File: src/rtl/ecc_write_arbiter_pkg.sv
// Shared ECC definitions: code/data widths, parity positions, parity masks, FSM states.
// Latency: none (constants and a constant-evaluated helper function only).
// Backpressure: not applicable.
package ecc_write_arbiter_pkg;

    localparam int DATA_W = 32;
    localparam int CODE_W = 38;

    // Parity bit locations inside the codeword (0-based bit index)
    localparam int P1_POS  = 0;
    localparam int P2_POS  = 1;
    localparam int P4_POS  = 3;
    localparam int P8_POS  = 7;
    localparam int P16_POS = 15;
    localparam int P32_POS = 31;

    typedef enum logic {
        ST_EMPTY = 1'b0,
        ST_FULL  = 1'b1
    } out_state_t;

    // Coverage mask of parity group k: codeword bits whose 1-based position has
    // bit k set. The established encoder leaves D0 (bit 2) out of the P2 group,
    // and downstream checkers are built against that exact mask.
    function automatic logic [CODE_W-1:0] par_mask(input int k);
        logic [CODE_W-1:0] m;
        m = '0;
        for (int b = 0; b < CODE_W; b++) begin
            if ((((b + 1) >> k) & 1) == 1) begin
                m = m | (CODE_W'(1) << b);
            end
        end
        if (k == 1) begin
            m = m & ~(CODE_W'(1) << 2);
        end
        return m;
    endfunction

endpackage

File: src/rtl/ecc_write_arbiter_enc.sv
// Combinational 32->38 Hamming encoder: data bits placed around six parity bits.
// Latency: zero cycles (pure combinational).
// Backpressure: none; output follows input directly.
module ecc_write_arbiter_enc
    import ecc_write_arbiter_pkg::*;
(
    input  logic [DATA_W-1:0] data,
    output logic [CODE_W-1:0] code
);

    localparam logic [CODE_W-1:0] M_P1  = par_mask(0);
    localparam logic [CODE_W-1:0] M_P2  = par_mask(1);
    localparam logic [CODE_W-1:0] M_P4  = par_mask(2);
    localparam logic [CODE_W-1:0] M_P8  = par_mask(3);
    localparam logic [CODE_W-1:0] M_P16 = par_mask(4);
    localparam logic [CODE_W-1:0] M_P32 = par_mask(5);

    logic [CODE_W-1:0] raw;
    logic [5:0]        par;

    // Data bits in their codeword slots, parity slots left at zero
    assign raw = {data[31:26], 1'b0, data[25:11], 1'b0, data[10:4], 1'b0,
                  data[3:1], 1'b0, data[0], 1'b0, 1'b0};

    assign par[0] = ^(raw & M_P1);
    assign par[1] = ^(raw & M_P2);
    assign par[2] = ^(raw & M_P4);
    assign par[3] = ^(raw & M_P8);
    assign par[4] = ^(raw & M_P16);
    assign par[5] = ^(raw & M_P32);

    assign code = raw
                | (CODE_W'(par[0]) << P1_POS)
                | (CODE_W'(par[1]) << P2_POS)
                | (CODE_W'(par[2]) << P4_POS)
                | (CODE_W'(par[3]) << P8_POS)
                | (CODE_W'(par[4]) << P16_POS)
                | (CODE_W'(par[5]) << P32_POS);

endmodule

File: src/rtl/ecc_write_arbiter.sv
// Round-robin arbiter of two write requesters into one shared ECC encode and output register.
// Latency: one cycle from request handshake to out_valid.
// Backpressure: requester ready = output empty or being consumed; stalled requesters hold their own data.
module ecc_write_arbiter
    import ecc_write_arbiter_pkg::*;
#(
    parameter int ADDR_W = 8
) (
    input  logic                 clk,
    input  logic                 rst_n,
    input  logic                 req0_valid,
    output logic                 req0_ready,
    input  logic [DATA_W-1:0]    req0_data,
    input  logic [ADDR_W-1:0]    req0_addr,
    input  logic                 req1_valid,
    output logic                 req1_ready,
    input  logic [DATA_W-1:0]    req1_data,
    input  logic [ADDR_W-1:0]    req1_addr,
    output logic                 out_valid,
    input  logic                 out_ready,
    output logic [CODE_W-1:0]    out_code,
    output logic [ADDR_W-1:0]    out_addr,
    output logic                 out_src,
    input  logic                 err_inj_en,
    input  logic [5:0]           err_inj_pos,
    output logic [15:0]          word_cnt
);

    out_state_t        state, state_nxt;
    logic              last_grant;
    logic              can_accept;
    logic              grant_vld;
    logic              grant;
    logic              take;
    logic [DATA_W-1:0] sel_data;
    logic [ADDR_W-1:0] sel_addr;
    logic [CODE_W-1:0] enc_code;
    logic [CODE_W-1:0] flip;

    assign out_valid  = (state == ST_FULL);
    assign can_accept = !out_valid || out_ready;

    // Grant selection: sole requester wins, ties alternate away from last_grant;
    // nothing is granted while reset is held so both readies drop immediately.
    always_comb begin
        grant_vld = rst_n && (req0_valid || req1_valid);
        grant     = 1'b0;
        if (req0_valid && req1_valid) begin
            grant = ~last_grant;
        end else if (req1_valid) begin
            grant = 1'b1;
        end
    end

    assign take       = grant_vld && can_accept;
    assign req0_ready = take && (grant == 1'b0);
    assign req1_ready = take && (grant == 1'b1);

    assign sel_data = grant ? req1_data : req0_data;
    assign sel_addr = grant ? req1_addr : req0_addr;

    ecc_write_arbiter_enc u_enc (
        .data (sel_data),
        .code (enc_code)
    );

    // Out-of-range injection positions flip nothing
    assign flip = (err_inj_en && (err_inj_pos < 6'(CODE_W))) ? (CODE_W'(1) << err_inj_pos) : '0;

    // Output FSM next state: fill on accept, drain on consume without refill
    always_comb begin
        state_nxt = state;
        case (state)
            ST_EMPTY: if (take) state_nxt = ST_FULL;
            ST_FULL:  if (!take && out_ready) state_nxt = ST_EMPTY;
            default:  state_nxt = ST_EMPTY;
        endcase
    end

    // State register
    always_ff @(posedge clk or negedge rst_n) begin
        if (!rst_n) begin
            state <= ST_EMPTY;
        end else begin
            state <= state_nxt;
        end
    end

    // Output word capture and round-robin history; only a handshake updates them
    always_ff @(posedge clk or negedge rst_n) begin
        if (!rst_n) begin
            out_code   <= '0;
            out_addr   <= '0;
            out_src    <= 1'b0;
            last_grant <= 1'b1;
        end else if (take) begin
            out_code   <= enc_code ^ flip;
            out_addr   <= sel_addr;
            out_src    <= grant;
            last_grant <= grant;
        end
    end

    // Completed output handshake counter, saturating
    always_ff @(posedge clk or negedge rst_n) begin
        if (!rst_n) begin
            word_cnt <= '0;
        end else if (out_valid && out_ready && (word_cnt != 16'hFFFF)) begin
            word_cnt <= word_cnt + 16'd1;
        end
    end

endmodule

File: config.mk
export PLATFORM = sky130hd
export DESIGN_NAME = ecc_write_arbiter
export DESIGN_NICKNAME = d
export VERILOG_FILES = /design/src/rtl/ecc_write_arbiter_pkg.sv /design/src/rtl/ecc_write_arbiter_enc.sv /design/src/rtl/ecc_write_arbiter.sv
export SDC_FILE = /design/constraint.sdc
export NUM_CORES = 1
export LEC_CHECK = 0
export ABC_AREA = 1
export CAP_MARGIN = 20
export CORE_UTILIZATION = 48
export CTS_CLUSTER_DIAMETER = 40
export DETAILED_ROUTE_END_ITERATION = 12
export PLACE_DENSITY = 0.88
export SYNTH_ARGS = -nofsm -noshare
export SYNTH_HDL_FRONTEND = slang
export SYNTH_HIERARCHICAL = 1
export SYNTH_SLANG_ARGS = --single-unit
File: constraint.sdc
create_clock -name clk -period 4.5 [get_ports clk]
set_input_delay 0.45 -clock clk [delete_from_list [all_inputs] [get_ports clk]]
set_output_delay 0.45 -clock clk [all_outputs]
set_load 0.03 [all_outputs]
==> summary.txt <==
Placed design
  • IO buf count: 157
  • Hpwl dp: 12500 um
  • RePlAce Congestion: 0.999
  • Inst Count DP: 1195

STA
  • Max Transition Viols Final: 0
  • Number of setup violations in the final report: 0
  • Final Hold Vio Count: 0
  • Final setup TNS: 0 ns
  • Clock skew: 0.00609 ns
  • Tmin final: 3.14 ns
  • Crit share post-route: 69.8%
  • Fmax: 0.319 GHz
  • Worst Tran Pin Value: 0.852 ns
  • RSZ-0062 raised after global routing: false
  • Relative slew slack: 43.2%

Worst setup path
  • CP delay by family, top: buffers and inverters
  • Critical path's slowest cell: clkdlybuf4s50_1
  • Crit-path cells: clkdlybuf4s50_1 > nand2_1 > nand2_2 > buf_4 > clkinv_1 > buf_4 > nand2_1 > nand2_1 > inv_1 > nand2_1 > nand2_1 > nand2_1 > nand2_1 > nand2_1 > nand2_1 > inv_1 > nand2_1 > nand3_1 > nand2_1 > nand3_1 > nand3_1 > nand2_1
  • R2r setup slk: 1.44 ns
  • Crit path launch type: input pin
  • Worst path most repeated cell: nand2_1
  • Crit-path max cell delay: 0.48 ns
  • R2R Path Start: last_grant
  • Crit path max fanout: 34
  • Data required, critical path: 4.71 ns
  • Cells on worst reg2reg path: 21
  • CP Class: in2reg
  • CP bufs+invs: 6
  • Worst setup EP type: register
  • Crit Reg-Reg Endpoint: out_code[0]
  • WP data arrival: 3.35 ns

Drt
  • ANT nets after route: 0
  • Drt pass-1 iters: 10
  • Final WL: 16200 um
  • Vias per cell: 5.14
  • 1st-iter DRT viols: 535
  • Via count: 6215
  • Routed len/inst: 13.4 um
  • # DRC: 8

Die
  • IO Count: 158
  • Chip height: 112 um
  • FP Rows: 39
  • Die Width: 112 um
  • Core Region: 0.0116 mm^2
  • Die ar.: 0.0125 mm^2
  • Starting Density: 49.8%

Clock network
  • Postcts setup bufs: 0
  • Skew-Pair Late Insertion Delay: 0.33 ns
  • Clk root buf: clkbuf_16
  • Max clock buf depth: 2
  • TritonCTS Buffers: 9
  • # H-tree levels: 3
  • Num Clock Sinks: 65
  • Reg clk slew, reported paths: 0.06 ns
  • CTS tree: yes
  • Post-CTS sizing: 0
  • Cts hold-fix bufs: 0

Pwr
  • Power density cells: 377 mW/mm^2
  • Leakage: 3.78 nW
  • Peak supply drop: 0.194 mV

Yosys
  • Synth Area in Adders: 0.217%
  • Multiplexer area fraction after synthesis: 0%
  • Mapped Nets: 1044
  • Post-Syn Area: 0.00576 mm^2
  • Yosys reg bits: 65
  • Distinct cell type count after synthesis: 31
  • Post-Synth Simple-Gate Area: 48.8%
  • Compound-Gate Fraction of Synth Area: 1.78%
  • Cells after Synth: 951
  • Main combinational cell family by area after synthesis: simple AND/OR/NAND/NOR gates
  • Yosys warnings: 6
  • Average cell area after synthesis: 6.06 um^2
  • Sequential fraction of the synthesis area: 28.2%
  • Number of synthesized flops with an enable pin: 0
  • Post-synth ARST share: 100%
  • Most used DFF post-synth: dfrtp_1
  • Post-synthesis xor/xnor area fraction: 8.05%

GRT
  • Grt total ovfl: 0
  • GRT Total Usage: 26.7%
  • Largest net degree at the start of global routing: 66
  • Antenna violations before repair: 0
  • Vias in the first global route: 5620
  • First-pass GRT wire length: 26700 um

Outcome
  • Status: finished, violations left
  • Violated checks: design-rule violations

Finish
  • Share of layout cells above drive strength 1: 5.72%
  • Area Overhead vs Synth: 28.1%
  • Antenna diode count: 0
  • Commonest non-fill, non-tap cell in the layout: nand2_1
  • Area occupied by multi-input gates: 0.00339 mm^2
  • Fillers: 1009
  • NumNets Final: 1156
  • Non-filler cells, final: 1210
  • Register area: 0.00163 mm^2
  • Commonest cells after routing, fill and taps aside: nand2_1 (484), clkdlybuf4s50_1 (156), nand3_1 (99)

Run
  • Max Cap Violations: 0

Hold path
  • HP Class: in2async
-- layer usage --
layer  vias up  routed length, um  part of all wire, %  GRT usage (%)
met5         -                  0                    0              0
met4         0                427                  2.6           10.6
met3        42               1120                  6.9           4.30
met2       248               7840                   48           46.0
met1      2824               6850                   42           33.3
li1       3101                  -                    -              -
-- worst register-to-register path: cells and delay by family, from the launching register on --
kind | cells | cell delay [ns]
buffers and inverters | 5 | 1.06
and+or+nand+nor | 16 | 1.37
DFF | 1 | 0.53
-- sequential cells by signal (all words and copies together) (netlist names) --
| name | count |
|---|---|
| out_valid | 1 |
| last_grant | 1 |
| out_addr | 8 |
| word_cnt | 16 |
| out_code | 38 |
| out_src | 1 |
-- stage by stage --
stage               instance area (um^2)  power [W]  utilization [%]  setup slack [ns]  hold WS [ns]
floorplan                           5760    0.00168                -              2.16         0.154
global placement                    7100    0.00208             61.4              1.20         0.457
detailed placement                  7100    0.00211             61.4              1.09         0.463
CTS                                 7380    0.00278             63.8              1.42         0.447
global route                        7380    0.00294             63.8              1.05         0.467
finish                              7380    0.00278             63.8              1.36         0.387
-- how the worst max path moves through the flow --
stage	slack, ns	depth (start not counted)	from	endpoint
2_1_floorplan	2.16	21	last_grant	out_code[1]
3_3_place_gp	1.20	19	req0_valid	out_code[7]
3_5_place_dp	1.09	22	req0_valid	out_code[0]
4_1_cts	1.42	22	req0_valid	out_code[0]
5_1_grt	1.05	22	req0_valid	out_code[0]
6_report	1.36	22	req0_valid	out_code[0]
-- report_power, final --
part | internal, W | leakage [nW] | switching, W | total [W]
registers | 0.000703 | 0.825 | 0.0000971 | 0.000800
clock network | 0.000414 | 0.138 | 0.000252 | 0.000667
logic | 0.000519 | 2.81 | 0.000795 | 0.00131
total | 0.00164 | 3.78 | 0.00114 | 0.00278
-- area by class of cell --
cell class,count,share of cell area [%]
clock buffers,13,3.66
clock inverters,2,0.169
inverters,79,4.02
multi-input cells,746,45.9
flip-flops and latches,65,22.1
well taps,143,2.42
repair buffers,162,21.7
-- synth_stat cells (all sizes together), types with 4 or more instances --
cell type | instances | area [um^2]
nand2 | 500 | 1920
nand3 | 102 | 533
inv | 78 | 293
dfrtp | 64 | 1600
nor2 | 64 | 278
buf | 56 | 429
xnor2 | 32 | 280
xor2 | 21 | 184
nand4 | 7 | 43.8
clkbuf | 5 | 18.8
o21ai | 5 | 25.0
a21o | 4 | 30.0
-- cells by family (layout without fill, tap and decap cells) --
logic type,Yosys count,count (layout)
AND/OR/NAND/NOR,679,679
buffers and inverters,140,256
flip-flops,65,65
XOR/XNOR,53,53
AO/OA/AOI/OAI,13,13
adder cells (fa/ha/maj),1,1
Note: power is estimated with default switching activity, not from simulation.
